--- config.mk ---
export PLATFORM = sky130hd
export DESIGN_NAME = gate_bist
export DESIGN_NICKNAME = d
export VERILOG_FILES = /design/src/rtl/gate_bist_pkg.sv /design/src/rtl/gate_bist_settle_timer.sv /design/src/rtl/gate_bist.sv
export SDC_FILE = /design/constraint.sdc
export NUM_CORES = 1
export LEC_CHECK = 0
export BUFFER_PORTS_ARGS = -buffer_cell sky130_fd_sc_hd__buf_4
export CAP_MARGIN = 25
export CORE_UTILIZATION = 50
export DETAILED_ROUTE_END_ITERATION = 10
export PLACE_DENSITY_LB_ADDON = 0.05
export SLEW_MARGIN = 15
export SYNTH_ARGS = -nofsm -noshare
export SYNTH_HDL_FRONTEND = slang
export SYNTH_SLANG_ARGS = --single-unit
--- constraint.sdc ---
create_clock -name clk -period 5.2 [get_ports clk]
set_clock_uncertainty 0.15 [all_clocks]
set_input_delay 0.78 -clock clk [delete_from_list [all_inputs] [get_ports clk]]
set_output_delay 0.78 -clock clk [all_outputs]
set_load 0.01 [all_outputs]
--- src/rtl/gate_bist_pkg.sv ---
// Shared constants for the gate BIST sequencer: FSM encodings, common
// two-input truth tables and a width helper for the settle counter.
package gate_bist_pkg;

  localparam logic [1:0] ST_IDLE   = 2'd0;
  localparam logic [1:0] ST_DRIVE  = 2'd1;
  localparam logic [1:0] ST_SAMPLE = 2'd2;
  localparam logic [1:0] ST_DONE   = 2'd3;

  // Bit i is the expected output for input vector i (a = MSB).
  localparam logic [3:0] TT_NAND2 = 4'b0111;
  localparam logic [3:0] TT_AND2  = 4'b1000;
  localparam logic [3:0] TT_NOR2  = 4'b0001;
  localparam logic [3:0] TT_XOR2  = 4'b0110;

  // Counter width able to hold 0 .. settle-1 (at least one bit).
  function automatic int unsigned settle_cnt_width(input int unsigned settle);
    return (settle > 1) ? $clog2(settle) : 1;
  endfunction

endpackage

--- src/rtl/gate_bist_settle_timer.sv ---
// Settle-time counter: counts cycles a vector has been driven and flags the
// last DRIVE cycle (count == SETTLE-1).
module gate_bist_settle_timer
  import gate_bist_pkg::*;
#(
  parameter int unsigned SETTLE = 2
) (
  input  logic clk,
  input  logic rst,
  input  logic clear_i,
  input  logic en_i,
  output logic expired_o
);

  localparam int unsigned W = settle_cnt_width(SETTLE);
  localparam logic [W-1:0] LAST = W'(SETTLE - 1);
  localparam logic [W-1:0] ONE  = W'(1);

  logic [W-1:0] cnt_q, cnt_d;

  assign expired_o = (cnt_q == LAST);

  // Clear wins over count; counting stops at LAST so the value never wraps.
  always_comb begin
    cnt_d = cnt_q;
    if (clear_i) begin
      cnt_d = '0;
    end else if (en_i && !expired_o) begin
      cnt_d = cnt_q + ONE;
    end
  end

  // Counter register with synchronous reset.
  always_ff @(posedge clk) begin
    if (rst) begin
      cnt_q <= '0;
    end else begin
      cnt_q <= cnt_d;
    end
  end

endmodule

--- src/rtl/gate_bist.sv ---
// Built-in self-test sequencer for a small combinational gate. Sweeps every
// input vector, holds each for SETTLE cycles, samples the gate output once
// and compares it with the TRUTH table, accumulating pass/fail results.
module gate_bist
  import gate_bist_pkg::*;
#(
  parameter int unsigned              N_IN   = 2,
  parameter logic [(2**N_IN)-1:0]     TRUTH  = 4'b0111,
  parameter int unsigned              SETTLE = 2
) (
  input  logic            clk,
  input  logic            rst,
  input  logic            start,
  output logic [N_IN-1:0] dut_in,
  input  logic            dut_out,
  output logic            busy,
  output logic            done,
  output logic            pass,
  output logic [N_IN:0]   err_count,
  output logic [N_IN-1:0] first_fail,
  output logic            first_fail_valid
);

  localparam logic [N_IN-1:0] LAST_VEC = '1;
  localparam logic [N_IN-1:0] VEC_ONE  = N_IN'(1);
  localparam logic [N_IN:0]   ERR_ONE  = (N_IN + 1)'(1);

  logic [1:0]      state_q, state_d;
  logic [N_IN-1:0] vec_q, vec_d;
  logic [N_IN:0]   err_q, err_d;
  logic [N_IN-1:0] ff_q, ff_d;
  logic            ffv_q, ffv_d;

  logic timer_clear;
  logic timer_en;
  logic expired;
  logic mismatch;

  gate_bist_settle_timer #(
    .SETTLE (SETTLE)
  ) u_settle_timer (
    .clk       (clk),
    .rst       (rst),
    .clear_i   (timer_clear),
    .en_i      (timer_en),
    .expired_o (expired)
  );

  // FSM, vector stepping and result accumulation.
  always_comb begin
    state_d     = state_q;
    vec_d       = vec_q;
    err_d       = err_q;
    ff_d        = ff_q;
    ffv_d       = ffv_q;
    timer_clear = 1'b0;
    timer_en    = 1'b0;
    mismatch    = (dut_out != TRUTH[vec_q]);

    case (state_q)
      ST_IDLE, ST_DONE: begin
        // A start in DONE clears the previous results exactly like IDLE.
        if (start) begin
          state_d     = ST_DRIVE;
          vec_d       = '0;
          err_d       = '0;
          ff_d        = '0;
          ffv_d       = 1'b0;
          timer_clear = 1'b1;
        end
      end
      ST_DRIVE: begin
        timer_en = 1'b1;
        if (expired) begin
          state_d = ST_SAMPLE;
        end
      end
      ST_SAMPLE: begin
        if (mismatch) begin
          err_d = err_q + ERR_ONE;
          if (!ffv_q) begin
            ff_d  = vec_q;
            ffv_d = 1'b1;
          end
        end
        if (vec_q == LAST_VEC) begin
          state_d = ST_DONE;
        end else begin
          vec_d       = vec_q + VEC_ONE;
          timer_clear = 1'b1;
          state_d     = ST_DRIVE;
        end
      end
      default: state_d = ST_IDLE;
    endcase
  end

  // State and result registers; reset aborts any sweep in progress.
  always_ff @(posedge clk) begin
    if (rst) begin
      state_q <= ST_IDLE;
      vec_q   <= '0;
      err_q   <= '0;
      ff_q    <= '0;
      ffv_q   <= 1'b0;
    end else begin
      state_q <= state_d;
      vec_q   <= vec_d;
      err_q   <= err_d;
      ff_q    <= ff_d;
      ffv_q   <= ffv_d;
    end
  end

  assign dut_in           = vec_q;
  assign busy             = (state_q == ST_DRIVE) || (state_q == ST_SAMPLE);
  assign done             = (state_q == ST_DONE);
  assign pass             = done && (err_q == '0);
  assign err_count        = err_q;
  assign first_fail       = ff_q;
  assign first_fail_valid = ffv_q;

endmodule

## Yosys cells after proc, flatten, opt, wreduce, memory -nomap -nowiden

Index checks and enable logic that the tools add are counted.
W data, S select, Z words.

- $add $sub $neg: 3
- Magnitude comparators: 1
- Mux-type cells: 22
- Eq/ne operators: 10
- Reduce and logical (&&, ||, !) cells: 13

Operators by type and width:

| cell | number |
|---|---|
| $mux W2 | 7 |
| $ne A2 B2 Y1 const B | 4 |
| $pmux W2 S2 | 2 |
| $eq A2 B2 Y1 const B | 3 |
| $mux W1 | 6 |
| $mux W3 | 2 |
| $pmux W2 S3 | 1 |
| $pmux W3 S2 | 1 |
| $reduce_and A3 Y1 | 2 |
| $pmux W1 S2 | 2 |
| $reduce_and A4 Y1 | 1 |
| $reduce_or A2 Y1 | 2 |
| $add A3 B1 Y3 const B | 1 |
| $logic_not A3 Y1 | 1 |
| $lt A2 B3 Y1 const B | 1 |
| $add A2 B1 Y2 const B | 1 |
| $bmux W1 S2 | 1 |
| $eq A2 B1 Y1 const B | 1 |
| $logic_and A1 B1 Y1 | 2 |
| $logic_not A2 Y1 | 1 |
| $ne A2 B1 Y1 const B | 1 |
| $reduce_and A2 Y1 | 1 |
| $reduce_bool A2 Y1 | 1 |
| $add A1 B1 Y1 const B | 1 |
| 3 further kinds | 3 |

- Input bits: 4
- Register bits: 11
- Word-level logic and storage cells: 55
- Output and inout bits: 11

## Longest topological paths before layout

- Depth in word-level cells: 5
- Depth in mapped cells: 6
- Mapped depth without buffers: 5

## Hierarchy

A second synthesis with hierarchy kept.

- Cell total of the unflattened synthesis: 81
- Area, all modules: 720.7 sq um

By module, submodules not included:

| module | area each (sq um) | cells each | times used | seq. area each (sq um) |
|---|---|---|---|---|
| gate_bist | 686.9 | 78 | 1 | 200.2 |
| gate_bist_settle_timer | 33.8 | 3 | 1 | 20.0 |

## Least setup slack after synthesis

Ideal clock, no wire load.

- Path kind: flip-flop to flip-flop
- From: reg state_q[0]
- To: reg err_q[0] (netlist: err_count[0])
- Stages on the path, launching flop included: 7
- Data required time: 4.955 ns
- Arrival time: 1.685 ns
- Path slack: 3.270 ns
- Clock period less this slack: 1.930 ns
- Cells stage by stage: dfxtp_1 -> inv_1 -> ha_1 -> nor2b_4 -> buf_6 -> or4_1 -> a221oi_1

- Cells in the longest elaborated chain, start to end: 4
- Elaborated cells between the ends (all ways): 9

Ends and longest elaborated chain:

| element | line | text |
|---|---|---|
| from (decl) | gate_bist.sv:28 | `logic [1:0] state_q, state_d;` |
| from (signal assigned) | gate_bist.sv:107 | `state_q <= state_d;` |
| $eq A2 B2 Y1 / $logic_not A2 Y1 (equally long branches) | gate_bist.sv:60 | `case (state_q)` |
| $reduce_or A2 Y1 | gate_bist.sv:60 |  |
| $ne A2 B2 Y1 (no source line) / $reduce_bool A2 Y1 (equally long branches) | n/a |  |
| $reduce_and A3 Y1 (no source line) | n/a |  |
| to (signal assigned) | gate_bist.sv:109 | `err_q <= err_d;` |
| to (decl) | gate_bist.sv:30 | `logic [N_IN:0] err_q, err_d;` |

Parallel ways exist; a longest one is shown, timed or not.
A chain may end at the register's enable or synchronous reset.

## Final worst setup path

- From: reg state_q[0]
- To: out busy

- Cells in the longest elaborated chain, start to end: 2
- Elaborated cells between the ends (all ways): 3

Ends and longest elaborated chain:

| element | line | text |
|---|---|---|
| $eq A2 B1 Y1 / $eq A2 B2 Y1 (equally long branches) | gate_bist.sv:116 | `assign busy = (state_q == ST_DRIVE) \|\| (state_q == ST_SAMPLE);` |
| $logic_or A1 B1 Y1 (*) | gate_bist.sv:116 |  |
| to (decl) | gate_bist.sv:16 | `output logic busy,` |

Mark *: on every way between the ends. The rest lies on a longest branch, timed or not.

==> summary.md <==
| Metric | Value |
|---|---|
| Commonest cells post-synth | dfxtp_1 (11), ha_1 (8), inv_1 (8) |
| Pre-antenna DRT Iters | 4 |
| Post-CTS Setup Inserts | 0 |
| Fillers | 117 |
| Cells after Synth | 79 |
| Cts bufs inserted | 3 |
| Final setup vio count | 0 |
| Area growth, synth to finish | 18.2% |
| P per Cell Area | 382 nW/um2 |
| Core Rows | 13 |
| Place WS | 3.07 ns |
| Routed Antenna Nets | 0 |
| CTS root buf | clkbuf_4 |
| Area of the multi-input gates | 423 um2 |
| Crit end category | output pin |
| Clk slew on worst S/H paths | 0.08 ns |
| Slowest stage delay, CP | 0.40 ns |
| GR Overflow Total | 0 |
| Clk Latency, worst-skew pair | 0.27 ns |
| Tcrit/Tclk final | 43.6% |
| Setup TNS | 0 ns |
| Starting Density | 53.8% |
| Post-synthesis sequential area ratio | 31.4% |
| Max Cap Viol | 0 |
| Slew HR | 66.9% |
| ANT cells | 0 |
| Initial antenna violation count | 0 |
| Number of global-route vias before repair | 487 |
| CTS tree | built |
| Total Nets Final | 107 |
| CTS Hold Bufs | 0 |
| Largest net degree at the start of global routing | 14 |
| Die area | 1560 um2 |
| Via count | 590 |
| CP Launch Type | register |
| Synth cell types | 30 |
| Die W | 39.4 um |
| Initial DRC Count | 12 |
| HP Class | register to register |
| CP cell instances | inv_1, ha_1, inv_1, buf_4 |
| Drt wl/cell | 12.5 um |
| H-tree depth | 1 |
| Routed vias/inst | 5.41 |
| FMAX | 0.441 GHz |
| Top FF cell, synth | dfxtp_1 |
| Synth top area share | 31.4% |
| Warning count from the yosys run | 0 |
| Cell repeated most along the worst path | inv_1 |
| Final-report hold violation count | 0 |
| Post-Synthesis Cell Area | 701 um2 |
| Dominant cells by area after synthesis | dfxtp_1 (31%), ha_1 (14%), mux2i_1 (5.7%), inv_1 (4.3%), a21oi_1 (3.6%) |
| Global-route wire length before repair | 2150 um |
| Status | finished clean |
| Post-synth EDFFs | 0 |
| DPL Wire Length | 1060 um |
| Post_cts resized | 0 |
| Slowest-stage cell, CP | dfxtp_1 |
| CTS Sinks | 11 |
| Most common cell in the netlist | dfxtp_1 |
| Final WL | 1360 um |
| Largest area contributor in the netlist | dfxtp_1 |
| Post-synth ARST share | 0% |
| DRC viols | 0 |
| Slew @ Worst Pin | 0.495 ns |
| Share of cells above drive strength 1 | 25.5% |
| LEAKAGE | 0.374 nW |
| Worst path required time | 4.27 ns |
| Overall routing resource usage | 20.8% |
| Peak VDD IR | 0.000215 V |
| Synth Register Bits | 11 |
| WS Path Type | register to output pin |
| IO Pins | 15 |
| Slew Limit Fails | 0 |
| Clk buf depth | 2 |
| Synthesized Nets | 91 |
| Arrival @ worst endpoint | 1.34 ns |
| Die H | 39.4 um |
| # port buffers | 14 |
| Max Fanout on Critical Path | 6 |
| Tmin final | 2.27 ns |
| Core area | 1300 um2 |
| Reg area | 220 um2 |
| Post-Syn Area per Cell | 8.87 um2 |
| RSZ-0062 raised after global routing | false |
| GPL Wtd Cong | 0.700 |
| Final WS setup | 2.93 ns |
-- state kept, by name, indices dropped and copies added (netlist names) --
signal	cells
err_count	3
first_fail_valid	1
state_q	2
first_fail	2
dut_in	2
u_settle_timer.expired_o	1
-- worst max-delay path, delay by kind of cell (launching register included) --
kind                       cells  cell delay [ns]
DFF                            1             0.40
adders and majority gates      1             0.39
buffers and inverters          3             0.28
-- placed cells by master, fill, tap and decap left out, types with 4 or more instances in the layout --
master / count
a21oi_1: 5
dfxtp_1: 11
nand2_1: 6
o21ai_0: 4
inv_1: 8
ha_1: 8
buf_4: 14
mux2i_1: 4
-- layer usage --
layer | share of wire [%] | vias up | wire length (um) | track usage, %
li1 | - | 314 | - | -
met1 | 49 | 260 | 661 | 26.7
met2 | 45 | 14 | 618 | 32.8
met3 | 4.7 | 2 | 64 | 3.41
met4 | 1.0 | 0 | 14 | 10.3
met5 | 0 | - | 0 | 0
-- cells by family after synthesis --
logic type / after synthesis / share of synthesized area, %
xor+xnor: 1 / 1.25
flops: 11 / 31.4
compound gates: 19 / 19.6
simple gates: 24 / 19.5
mux: 4 / 5.71
buf+inv: 12 / 8.21
fa+ha+maj: 8 / 14.3
-- power by group --
| group | internal [mW] | leakage, nW | switching [mW] |
|---|---|---|---|
| Combinational | 0.0706 | 0.267 | 0.0792 |
| Sequential | 0.0957 | 0.0894 | 0.0111 |
| Clock | 0.0284 | 0.0177 | 0.0312 |
| Total | 0.195 | 0.374 | 0.121 |
-- layout make-up --
cell class / count / share of cell area, %
tap: 15 / 2.27
clock buffer: 3 / 2.72
sequential: 11 / 26.6
inverter: 9 / 4.08
multi-input combinational: 56 / 51.1
clock inverter: 1 / 0.604
timing repair buffer: 14 / 12.7
-- worst paths after layout --
path	start	to	slack, ns	depth (start not counted)
max	state_q[0]$_SDFFE_PP0P_	busy	2.93	4
min	first_fail[1]$_SDFFE_PP0P_	first_fail[1]$_SDFFE_PP0P_	0.33	2
max reg2reg	state_q[0]$_SDFFE_PP0P_	err_count[2]$_SDFFE_PP0P_	3.21	5
min reg2reg	first_fail[1]$_SDFFE_PP0P_	first_fail[1]$_SDFFE_PP0P_	0.33	2
-- through the flow --
stage | instances | cell area (um2) | util, % | total power, mW | hold WS [ns]
3_3_place_gp | 105 | 801 | 61.5 | 0.258 | 0.301
4_1_cts | 109 | 828 | 63.7 | 0.319 | 0.327
2_1_floorplan | 79 | 701 | - | 0.230 | 0.328
3_5_place_dp | 105 | 801 | 61.5 | 0.259 | 0.315
5_1_grt | 109 | 828 | 63.7 | 0.342 | 0.339
6_report | 109 | 828 | 63.7 | 0.316 | 0.328
Note: power is estimated with default switching activity, not from simulation.
